File: config.mk
export PLATFORM = sky130hd
export DESIGN_NAME = branch_resolve_queue
export DESIGN_NICKNAME = d
export VERILOG_FILES = /design/src/rtl/branch_resolve_queue.sv
export SDC_FILE = /design/constraint.sdc
export NUM_CORES = 1
export LEC_CHECK = 0
export ABC_CLOCK_PERIOD_IN_PS = 12800
export BUFFER_PORTS_ARGS = -buffer_cell sky130_fd_sc_hd__buf_4
export CELL_PAD_IN_SITES_DETAIL_PLACEMENT = 0
export CELL_PAD_IN_SITES_GLOBAL_PLACEMENT = 1
export CORE_MARGIN = 10
export CORE_UTILIZATION = 50
export CTS_CLUSTER_SIZE = 14
export DETAILED_ROUTE_END_ITERATION = 8
export PLACE_DENSITY = 0.83
export SLEW_MARGIN = 20
export SYNTH_ARGS = -nofsm -noshare
export SYNTH_HDL_FRONTEND = slang
export SYNTH_SLANG_ARGS = --single-unit
File: constraint.sdc
create_clock -name clk -period 12.8 [get_ports clk]
set_input_delay 2.56 -clock clk [delete_from_list [all_inputs] [get_ports clk]]
set_output_delay 2.56 -clock clk [all_outputs]
set_load 0.01 [all_outputs]
File: src/rtl/branch_resolve_queue.sv
// Branch resolve queue: holds predicted branches in fetch order
// and reports predictor updates and mispredict redirects.
module branch_resolve_queue #(
  parameter int BIT_WIDTH = 32,
  parameter int DEPTH     = 8
) (
  input  logic                   clk,
  input  logic                   rst,
  input  logic                   enq,
  input  logic [BIT_WIDTH-1:0]   enq_pc,
  input  logic                   enq_pred,
  input  logic [BIT_WIDTH-1:0]   enq_target,
  input  logic                   resolve,
  input  logic                   res_taken,
  input  logic [BIT_WIDTH-1:0]   res_target,
  output logic                   update,
  output logic [BIT_WIDTH-1:0]   update_pc,
  output logic                   reality,
  output logic                   mispredict,
  output logic [BIT_WIDTH-1:0]   redirect_pc,
  output logic                   full,
  output logic                   empty,
  output logic [$clog2(DEPTH):0] count,
  output logic                   overflow,
  output logic                   underflow
);

  localparam int AW = $clog2(DEPTH);
  localparam logic [AW:0] FULL_CNT = (AW+1)'(DEPTH);
  localparam logic [AW:0] CNT_ONE  = (AW+1)'(1);
  localparam logic [AW-1:0] PTR_ONE = AW'(1);

  logic [BIT_WIDTH-1:0] pc_mem  [DEPTH];
  logic [BIT_WIDTH-1:0] tgt_mem [DEPTH];
  logic                 pred_mem[DEPTH];

  logic [AW-1:0] head_q, head_d;
  logic [AW-1:0] tail_q, tail_d;
  logic [AW:0]   count_q, count_d;

  logic                 update_q;
  logic [BIT_WIDTH-1:0] update_pc_q;
  logic                 reality_q;
  logic                 mispredict_q;
  logic [BIT_WIDTH-1:0] redirect_q;
  logic                 overflow_q;
  logic                 underflow_q;

  logic [BIT_WIDTH-1:0] h_pc;
  logic [BIT_WIDTH-1:0] h_tgt;
  logic                 h_pred;
  logic                 res_ok;
  logic                 mis_now;
  logic                 pop;
  logic                 push;
  logic                 ovf_now;
  logic [BIT_WIDTH-1:0] redir_now;

  assign h_pc   = pc_mem[head_q];
  assign h_tgt  = tgt_mem[head_q];
  assign h_pred = pred_mem[head_q];

  assign res_ok  = resolve & (count_q != '0);
  assign mis_now = res_ok &
                   ((h_pred != res_taken) |
                    (h_pred & res_taken &
                     (h_tgt != res_target)));
  assign pop     = res_ok & ~mis_now;
  // A correct resolve frees a slot this cycle, so a full
  // queue can still take the same-cycle enqueue.
  assign push    = enq & ~mis_now &
                   ((count_q != FULL_CNT) | res_ok);
  assign ovf_now = enq & ~mis_now & ~push;

  assign redir_now = res_taken ? res_target
                               : h_pc + BIT_WIDTH'(4);

  // Next pointer/occupancy; a mispredict flushes everything.
  always_comb begin
    head_d  = head_q;
    tail_d  = tail_q;
    count_d = count_q;
    if (mis_now) begin
      head_d  = tail_q;
      count_d = '0;
    end else begin
      if (pop)
        head_d = head_q + PTR_ONE;
      if (push)
        tail_d = tail_q + PTR_ONE;
      if (push & ~pop)
        count_d = count_q + CNT_ONE;
      else if (pop & ~push)
        count_d = count_q - CNT_ONE;
    end
  end

  // Entry storage; contents are don't-care until written.
  always_ff @(posedge clk) begin
    if (push) begin
      pc_mem[tail_q]   <= enq_pc;
      tgt_mem[tail_q]  <= enq_target;
      pred_mem[tail_q] <= enq_pred;
    end
  end

  // Control state, registered strobes and sticky flags.
  always_ff @(posedge clk) begin
    if (rst) begin
      head_q       <= '0;
      tail_q       <= '0;
      count_q      <= '0;
      update_q     <= 1'b0;
      update_pc_q  <= '0;
      reality_q    <= 1'b0;
      mispredict_q <= 1'b0;
      redirect_q   <= '0;
      overflow_q   <= 1'b0;
      underflow_q  <= 1'b0;
    end else begin
      head_q       <= head_d;
      tail_q       <= tail_d;
      count_q      <= count_d;
      update_q     <= res_ok;
      mispredict_q <= mis_now;
      if (res_ok) begin
        update_pc_q <= h_pc;
        reality_q   <= res_taken;
      end
      if (mis_now)
        redirect_q <= redir_now;
      if (ovf_now)
        overflow_q <= 1'b1;
      if (resolve & ~res_ok)
        underflow_q <= 1'b1;
    end
  end

  assign update      = update_q;
  assign update_pc   = update_pc_q;
  assign reality     = reality_q;
  assign mispredict  = mispredict_q;
  assign redirect_pc = redirect_q;
  assign count       = count_q;
  assign full        = (count_q == FULL_CNT);
  assign empty       = (count_q == '0);
  assign overflow    = overflow_q;
  assign underflow   = underflow_q;

endmodule

# == Word-level counts from Yosys, hierarchy flattened ==
# Memory sizes are Yosys's and may differ from the RTL's. A register that Yosys moved wholly into a read port is not among the register bits.
# Index checks and enable logic that the tools add are counted.
# word_totals
regBits,79
out_inout_bits,75
n_memories,3
elab_cells,58
ram_bits,520
# classes
mux,13
eq_ne,4
addsub,5
reduce_logical,6
bitwise,17
# mem_list
name,words,word_bits,read_ports,rd_ports_with_merged_regs,write_ports,line_no,rtl
pc_mem,8,32,1,1,1,33,logic [BIT_WIDTH-1:0] pc_mem [DEPTH];
tgt_mem,8,32,1,1,1,34,logic [BIT_WIDTH-1:0] tgt_mem [DEPTH];
pred_mem,8,1,1,1,1,35,logic pred_mem[DEPTH];
# ops
op,count
32-bit by 3-bit adder with 32-bit output (second input constant),1
32-bit two-way mux,1
32-bit inequality test,1
3-bit two-way mux,8
1-bit bitwise AND,11
4-bit two-way mux,2
3-bit by 1-bit adder with 3-bit output (second input constant),2
4-bit by 1-bit adder with 4-bit output (second input constant),1
4-bit == test (second input constant),1
4-bit zero test,1
4-bit inequality test (second input constant),1
1-bit NOT,4
2-bit nonzero test,2
4-bit nonzero test,1
4-bit by 1-bit subtractor with 4-bit output (second input constant),1
1-bit two-way mux,2
1-bit bitwise OR,2
2-bit AND reduction,1
2-bit OR reduction,1
1-bit inequality test,1

# == Depth between registers and ports, before layout ==
# Gate-level depths: netlist of run 1.
# logic_depth
depth_word,11
ltp_mapped,23

# == Worst setup path before layout of run 1 ==
# No wires, ideal clock.
# synth_timing
kind,input -> register
startpoint,input port res_target[26]
endpoint,"memory pc_mem[2][0], enable pin"
n_path_buf,1
slack_ns,1.623
stages,7
t_arrival_ns,10.505
required_ns,12.129
cell_sequence,xor2_1 -> nand4_1 -> nor4_4 -> nand4_2 -> a21oi_1 -> buf_2 -> nor4b_1
# synth_between
elab_chain_len,9
# synth_rtl
element,line_no,rtl
"start, declared",15,"input logic [BIT_WIDTH-1:0] res_target,"
32-bit inequality test,67,(h_tgt != res_target)));
1-bit bitwise AND,66,(h_pred & res_taken &
1-bit bitwise OR,65,((h_pred != res_taken) |
1-bit bitwise AND,64,assign mis_now = res_ok &
1-bit NOT,71,assign push = enq & ~mis_now &
1-bit bitwise AND (2 in a row),71,
1-bit two-way mux,100,if (push) begin
1-bit two-way mux (implied by the code),101,pc_mem[tail_q] <= enq_pc;
"end, declared",33,
# No other way between the ends.

==> results of run 1 <==
==> worst min-delay path by stage <==
stage              end  slack [ns]  cells after the start
3_3_place_gp   reality        0.45                      2
6_report       reality        0.47                      2
4_1_cts        reality        0.47                      2
5_1_grt        reality        0.49                      2
3_5_place_dp   reality        0.46                      2
2_1_floorplan  reality        0.48                      2
==> sequential cells by signal, indices dropped and copies added, names as in the netlist, named ones only <==
signal	flops
count	4
head_q	3
mispredict	1
overflow	1
pc_mem	256
pred_mem	8
reality	1
redirect_pc	32
tail_q	3
tgt_mem	256
underflow	1
update	1
update_pc	32
==> kinds of logic after synthesis <==
logic type	after synthesis	share of synthesized area, %
DFF	602	72.2
muxes	221	14.2
and+or+nand+nor	197	4.25
AOI/OAI and AO/OA	161	4.84
buffers and inverters	77	2.04
xor gates and xnor gates	55	2.02
adders and majority gates	8	0.450
==> report_power, final <==
group	internal, W	switching [W]
registers	0.00236	0.000150
logic	0.000681	0.000933
clock network	0.00100	0.000701
==> area by class of cell <==
class / instances / area (µm²)
Fill cell: 3494 / 19800
Sequential cell: 602 / 17300
Multi-Input combinational cell: 642 / 6190
Clock buffer: 77 / 1570
Timing Repair Buffer: 198 / 1500
Tap cell: 615 / 769
Clock inverter: 28 / 329
Inverter: 7 / 26.3
Antenna cell: 4 / 10.0
==> cell usage in the layout (no fill, tap or decap), types with 20 or more instances in the layout <==
cell type / n
dfxtp_1: 79
a211oi_1: 28
o21ai_0: 34
mux2_2: 20
xor2_1: 33
clkbuf_16: 57
a22o_1: 38
mux2i_1: 109
nor2_1: 50
buf_4: 197
xnor2_1: 22
nand2_1: 56
mux4_2: 92
edfxtp_1: 520
==> stage by stage <==
step	util [%]	instance area (µm²)	total power, W	hold WS (ns)
global placement	54.3	25700	0.00413	0.445
floorplan	-	23900	0.00360	0.481
global route	58.3	27700	0.00608	0.486
detailed placement	54.3	25700	0.00416	0.457
CTS	58.3	27600	0.00585	0.466
finish	58.3	27700	0.00582	0.471
==> per-layer routing <==
layer / vias up / GRT usage [%] / routed length (µm)
met1: 6559 / 26.8 / 23100
li1: 5673 / - / -
met3: 102 / 5.44 / 5580
met4: 6 / 8.14 / 1800
met2: 566 / 32.7 / 28500
met5: - / 0 / 41
==> critical path: stages, from the launching register on <==
cell and delay, ns:
dfxtp_4 0.76, buf_4 0.65, buf_12 0.64, mux4_2 0.60, mux2i_1 0.19, xor2_1 0.20
nand4_1 0.17, nor4_4 0.51, nand4_2 0.27, a21oi_1 0.74, and3_2 0.96, buf_4 0.64
==> metrics.yaml, run 1 <==
placed_design:
  portBuffers: 176
  hpwlAfterDp_um: 37300
  place_congestion: 0.858
  pre_cts_ws_ns: 5.99
  dp.cells: 2064
clock_network:
  clock_latency_ns: 0.62
  cts_hold_buf: 0
  cts_tree: "yes"
  htreeDepth: 2
  cts_resized: 0
  root_buffer: "clkbuf_16"
  cts_buffers: 56
  clk_pin_slew_ns: 0.06
  cts_sinks: 602
  max-clock-path-buffers: 3
  cts_setup_buffers: 0
yosys:
  syn-num-nets: 1431
  ys.flop_type: "edfxtp_1"
  synth-seq-cells: 602
  synth_edf_count: 520
  synthCells: 1321
  post-synth-top-area-cell: "edfxtp_1"
  yosys_warnings: 0
  synth.avg_cell_area_um2: 18.1
  synth_top_cell_area_share_pct: 65.4
  yosysSeqAreaShare_pct: 72.2
  synth.top_cells.by_area: "edfxtp_1 (65%), mux4_2 (8.7%), dfxtp_1 (6.9%)"
  async_flop_share_pct: 0
  yosysMostFrequentCell: "edfxtp_1"
  yosys-top-cells-count: "edfxtp_1 (520), mux2i_1 (109), mux4_2 (92)"
  synthesis.area_um2: 23900
  yosysUniqueCellTypes: 58
drt:
  vias: 12900
  wl_um: 59000
  wire_per_inst_um: 27.2
  drc: 0
  drt_pass1_iterations: 5
  vias_per_cell: 5.94
  drtIter0Drc: 1215
  ant_nets: 0
floorplanning:
  die_h_um: 239
  io_pins: 177
  start_util_pct: 50.4
  fp-row-count: 80
  die_x_um: 239
  core_area_um2: 47400
  die_area_um2: 56900
min_path:
  hold_path.class: "reg2reg"
  min_from: "reality"
global_routing:
  grt_usage_pct: 20.6
  grt_pass1_vias: 13200
  antenna_found_initial: 7
  grt_overflow_total: 0
  grt_start_max_net_pins: 102
  grt_first_pass_wirelength_um: 87000
finish:
  area_growth_pct: 15.8
  final_cells: 2173
  nets: 1617
  drive_above_1_share_pct: 26.8
worst_setup_path:
  cp.arrival_ns: 7.07
  critical_path_class: "reg2reg"
  worstPathRequired_ns: 13.04
  r2r_setup_slack_ns: 5.97
  startpoint_type: "flop"
  r2r_cells: 11
  cp-endpoint: "tgt_mem[4][13]"
  cp-end-kind: "flop"
  timing.rr.end: "tgt_mem[4][13]"
  cp_max_fo: 101
timing:
  slew_headroom_pct: 26.0
  fmax_ghz: 0.146
  worstMarginPinSlew_ns: 1.08
  finalSetupTns_ns: 0
  final.period_utilization_pct: 53.4
  setup_viol: 0
  final.min_clock_period_ns: 6.83
  maxSlewViolCount: 0
  hold_violations: 0
  worst_slack_ns: 5.97
  worst_clock_skew_ns: 0.0249
  rsz0062_at_grt: "false"
power_and_ir_drop:
  p_leak_nw: 9.18
  peakVddDrop_uv: 111
  power_per_cell_area_nw_per_um2: 211
outcome:
  status: "finished, final reports clean"
run:
  maxCapViolations: 0
No activity file was read; power rests on OpenSTA's default activity.
==> inputs of run 2 (changes only) <==
--- a/config.mk
+++ b/config.mk
@@ -5,7 +5,7 @@
 export SDC_FILE = /design/constraint.sdc
 export NUM_CORES = 1
 export LEC_CHECK = 0
-export ABC_CLOCK_PERIOD_IN_PS = 12800
+export ABC_CLOCK_PERIOD_IN_PS = 6400
 export BUFFER_PORTS_ARGS = -buffer_cell sky130_fd_sc_hd__buf_4
 export CELL_PAD_IN_SITES_DETAIL_PLACEMENT = 0
 export CELL_PAD_IN_SITES_GLOBAL_PLACEMENT = 1
==> constraint.sdc (replaced) <==
create_clock -name clk -period 6.4 [get_ports clk]
set_input_delay 1.28 -clock clk [delete_from_list [all_inputs] [get_ports clk]]
set_output_delay 1.28 -clock clk [all_outputs]
set_load 0.01 [all_outputs]
==> metrics.yaml, run 2 (synthesis gave the netlist of run 1 again) <==
outcome:
  status: "finished, final reports clean"
finish:
  drive_above_1_share_pct: 27.1
  nets: 1628
  final_common_cell: "edfxtp_1"
  layout_common_cells: "edfxtp_1 (520), buf_4 (202), mux2i_1 (109)"
  area_growth_pct: 16.2
  fin_util_pct: 58.5
  largestRegisters: "pc_mem: 256 flops, tgt_mem: 256 flops"
floorplanning:
  die_x_um: 239
  die_area_um2: 56900
  core_area_um2: 47400
  io_pins: 177
  start_util_pct: 50.4
  die_h_um: 239
  fp-row-count: 80
min_path:
  min_from: "update_pc[22]"
  hold-path-endpoint: "update_pc[22]"
  whs_path_depth: 2
  hold_path.class: "reg2reg"
timing:
  worstMarginPinSlew_ns: 1.03
  worst_clock_skew_ns: 0.0380
  whs_ns: 0.465
  fmax_ghz: 0.209
  slew_headroom_pct: 29.3
  final.period_utilization_pct: 74.9
  setup_viol: 0
  maxSlewViolCount: 0
  hold_violations: 0
  rsz0062_at_grt: "false"
  final.min_clock_period_ns: 4.79
worst_setup_path:
  r2r_cells: 17
  r2r_setup_slack_ns: 1.61
  cp_max_fo: 41
  timing.rr.end: "count[3]"
  cp-end-kind: "flop"
  worstPathRequired_ns: 6.91
  startpoint_type: "flop"
  cp.arrival_ns: 5.31
  critical_path_class: "reg2reg"
run:
  maxCapViolations: 0
drt:
  drt_pass1_iterations: 5
  drtIter0Drc: 1324
  vias: 12900
  wire_per_inst_um: 26.9
  vias_per_cell: 5.93
  drc: 0
  wl_um: 58700
  ant_nets: 0
clock_network:
  cts_buffers: 57
  cts_tree: "yes"
  htreeDepth: 2
  max-clock-path-buffers: 3
  root_buffer: "clkbuf_16"
  clk_pin_slew_ns: 0.06
  clock_latency_ns: 0.63
  cts_resized: 0
  cts_sinks: 602
  cts_setup_buffers: 0
  cts_hold_buf: 0
power_and_ir_drop:
  p_leak_nw: 9.23
  power_per_cell_area_nw_per_um2: 418
  peakVddDrop_uv: 206
global_routing:
  grt_usage_pct: 20.3
  grt_start_max_net_pins: 66
  grt_pass1_vias: 13000
  grt_first_pass_wirelength_um: 85900
  grt_overflow_total: 0
  antenna_found_initial: 4
placed_design:
  portBuffers: 176
  place_congestion: 0.829
  hpwlAfterDp_um: 37300
run 2: cell type report:
class	instances	area, µm²
well taps	615	769
flip-flops and latches	602	17300
diodes	2	5.00
inverters	7	26.3
clock buffers	80	1580
multi-input cells	642	6200
repair buffers	208	1640
fillers	3484	19700
clock inverters	27	285
run 2: critical path: stages (launching register included):
cell      delay [ns]
dfxtp_4         0.84
nor2b_1         0.54
buf_4           0.32
a22oi_1         0.13
a21oi_1         0.17
o211ai_1        0.12
nor4_1          0.47
a41oi_1         0.30
or3_1           0.38
ha_1            0.21
inv_1           0.13
ha_1            0.25
a21o_1          0.17
a21oi_1         0.16
xnor2_1         0.14
nor2_1          0.07
xor2_1          0.14
and2_1          0.15
run 2: per-layer routing:
metal	share of wire (%)	wire length (µm)	global-route usage, %	up-vias
li1	-	-	-	5695
met3	7.6	4460	3.98	88
met5	0.036	21	0	-
met4	2.4	1410	6.27	4
met1	41	24100	27.1	6593
met2	49	28700	33.3	555
run 2: through the flow:
| stage | setup WS [ns] | cells | power [W] | setup TNS [ns] | instance area (µm²) |
|---|---|---|---|---|---|
| global placement | 1.69 | 2074 | 0.00830 | 0 | 25900 |
| floorplan | -1.25 | 1321 | 0.00720 | -162.22 | 23900 |
| detailed placement | 1.62 | 2074 | 0.00835 | 0 | 25900 |
| CTS | 1.63 | 2181 | 0.0117 | 0 | 27800 |
| global route | 1.28 | 2181 | 0.0121 | 0 | 27800 |
| finish | 1.61 | 2183 | 0.0116 | 0 | 27800 |
run 2: worst max path at each step:
stage / depth (start not counted) / to
6_report: 17 / count[3]
3_5_place_dp: 17 / count[3]
2_1_floorplan: 15 / pc_mem[2][0]
4_1_cts: 17 / count[3]
3_3_place_gp: 18 / count[3]
5_1_grt: 17 / count[3]
run 2: power breakdown:
part,internal (W),switching (W)
registers,0.00471,0.000282
clock network,0.00193,0.00141
logic,0.00142,0.00186
total,0.00806,0.00355
==> inputs of run 3 (changes only) <==
--- a/config.mk
+++ b/config.mk
@@ -5,15 +5,15 @@
 export SDC_FILE = /design/constraint.sdc
 export NUM_CORES = 1
 export LEC_CHECK = 0
-export ABC_CLOCK_PERIOD_IN_PS = 6400
+export ABC_CLOCK_PERIOD_IN_PS = 3800
 export BUFFER_PORTS_ARGS = -buffer_cell sky130_fd_sc_hd__buf_4
 export CELL_PAD_IN_SITES_DETAIL_PLACEMENT = 0
 export CELL_PAD_IN_SITES_GLOBAL_PLACEMENT = 1
 export CORE_MARGIN = 10
-export CORE_UTILIZATION = 50
+export CORE_UTILIZATION = 47
 export CTS_CLUSTER_SIZE = 14
 export DETAILED_ROUTE_END_ITERATION = 8
-export PLACE_DENSITY = 0.83
+export PLACE_DENSITY = 0.82
 export SLEW_MARGIN = 20
 export SYNTH_ARGS = -nofsm -noshare
 export SYNTH_HDL_FRONTEND = slang
==> constraint.sdc (replaced) <==
create_clock -name clk -period 3.8 [get_ports clk]
set_input_delay 0.76 -clock clk [delete_from_list [all_inputs] [get_ports clk]]
set_output_delay 0.76 -clock clk [all_outputs]
set_load 0.01 [all_outputs]
==> metrics.yaml, run 3 (synthesis gave the netlist of run 1 again) <==
worst_setup_path:
  crit_buf_inv: 4
  slowest_delay_ns: 0.50
  worstPathRequired_ns: 4.31
  crit_chain: "buf_12 > buf_12 > mux4_2 > mux2i_1 > xor2_1 > nand4_1 > nor4_4 > buf_4 > a41oi_2 > or3_1 > ha_2 > inv_2 > ha_4 > a21o_1 > a21oi_2 > xnor2_1 > nor2_1 > xor2_1 > and2_1"
  cp_slowest_cell: "mux4_2"
  cp_max_fo: 5
  cp-end-kind: "flop"
  cp.arrival_ns: 4.75
  critical_path.top_delay_family: "simple AND/OR/NAND/NOR gates"
  startpoint_type: "flop"
  critical_path_class: "reg2reg"
finish:
  largestRegisters: "pc_mem: 256 flops, tgt_mem: 256 flops"
  final_cells: 2451
  nets: 1837
  final_common_cell: "edfxtp_1"
  fin_area_um2: 31100
  fin_util_pct: 62.1
  area_growth_pct: 30.3
  drive_above_1_share_pct: 36.7
  layout_common_cells: "edfxtp_1 (520), buf_4 (295), mux2i_1 (107)"
clock_network:
  cts_tree: "yes"
  cts_sinks: 602
  clock_latency_ns: 0.63
  htreeDepth: 2
  clk_pin_slew_ns: 0.07
  max-clock-path-buffers: 3
  cts_hold_buf: 0
  root_buffer: "clkbuf_16"
  cts_buffers: 57
timing:
  rsz0062_at_grt: "true"
  worstMarginPinSlew_ns: 0.859
  whs_ns: 0.366
  setup_viol: 523
  finalSetupTns_ns: -93.76
  worst_slack_ns: -0.436
  fmax_ghz: 0.236
  maxSlewViolCount: 0
  slew_headroom_pct: 42.2
  worst_clock_skew_ns: 0.0321
  final.min_clock_period_ns: 4.24
  final.period_utilization_pct: 111
  hold_violations: 0
power_and_ir_drop:
  power_per_cell_area_nw_per_um2: 696
  peakVddDrop_uv: 406
  p_leak_nw: 10.8
min_path:
  hold_path.class: "in2reg"
placed_design:
  portBuffers: 176
  hpwlAfterDp_um: 40800
  dpl_cell_area_um2: 26900
  dp.cells: 2233
  place_congestion: 0.867
drt:
  vias_per_cell: 5.98
  wire_per_inst_um: 29.3
  vias: 14700
  drt_pass1_iterations: 5
  drtIter0Drc: 1753
  ant_nets: 0
  drc: 0
  wl_um: 71800
floorplanning:
  die_h_um: 245
  die_area_um2: 60300
  fp-row-count: 82
  start_util_pct: 47.6
  io_pins: 177
  die_x_um: 245
  core_area_um2: 50200
outcome:
  violations: "negative setup slack"
  status: "finished, violations left"
global_routing:
  grt_first_pass_wirelength_um: 91100
  grt_start_max_net_pins: 65
  antenna_found_initial: 4
  grt_usage_pct: 20.3
  grt_pass1_vias: 13600
  grt_overflow_total: 0
run:
  maxCapViolations: 0
## run 3: final cells by class
class / count / area (µm²)
fill: 3412 / 19000
sequential: 602 / 17300
multi-input combinational: 642 / 6360
timing repair buffer: 417 / 4730
clock buffer: 82 / 1590
tap: 672 / 841
clock inverter: 26 / 307
inverter: 7 / 26.3
antenna: 3 / 7.51
## run 3: report_power, final
| part | internal [W] | total (W) | leakage (nW) | switching (W) |
|---|---|---|---|---|
| clock | 0.00332 | 0.00576 | 0.922 | 0.00243 |
| sequential | 0.00793 | 0.00832 | 5.39 | 0.000387 |
| combinational | 0.00369 | 0.00759 | 4.47 | 0.00390 |
## run 3: stage by stage
stage	setup WS [ns]	total power [W]
6_report	-0.436	0.0217
5_1_grt	-0.587	0.0224
4_1_cts	-0.218	0.0207
3_5_place_dp	-0.330	0.0148
3_3_place_gp	-0.283	0.0146
2_1_floorplan	-1.46	0.0122
## run 3: final timing paths
check	from	to	slack (ns)	depth (start not counted)
worst min register to register	update_pc[20]	update_pc[20]	0.47	2
worst max-delay path	flop	count[3]	-0.44	19
worst min-delay path	enq_pc[17]	pc_mem[0][17]	0.37	1
worst max register to register	flop	count[3]	-0.44	19
## run 3: per-layer routing
layer / part of all wire [%] / track usage (%) / up-vias
met5: 0.046 / 0 / -
met4: 3.6 / 8.01 / 6
met3: 9.2 / 4.49 / 157
met2: 49 / 32.3 / 785
met1: 38 / 26.9 / 7550
li1: - / - / 6159
## run 3: worst reg2reg max path, stage by stage, from the launching register on
cell     delay [ns]
dfxtp_4        0.40
buf_12         0.14
buf_12         0.11
mux4_2         0.50
mux2i_1        0.23
xor2_1         0.23
nand4_1        0.28
nor4_4         0.27
buf_4          0.17
a41oi_2        0.11
or3_1          0.40
ha_2           0.21
inv_2          0.07
ha_4           0.19
a21o_1         0.16
a21oi_2        0.13
xnor2_1        0.14
nor2_1         0.09
xor2_1         0.14
and2_1         0.15
## run 3: repair_timing
action | in CTS | in global routing
setup endpoints to repair | 237 | 543
hold endpoints to repair | 0 | 0
gates resized for setup | 27 | 100
setup buffers | 21 | 33
pin swaps | 10 | 15
cloned | 4 | 55
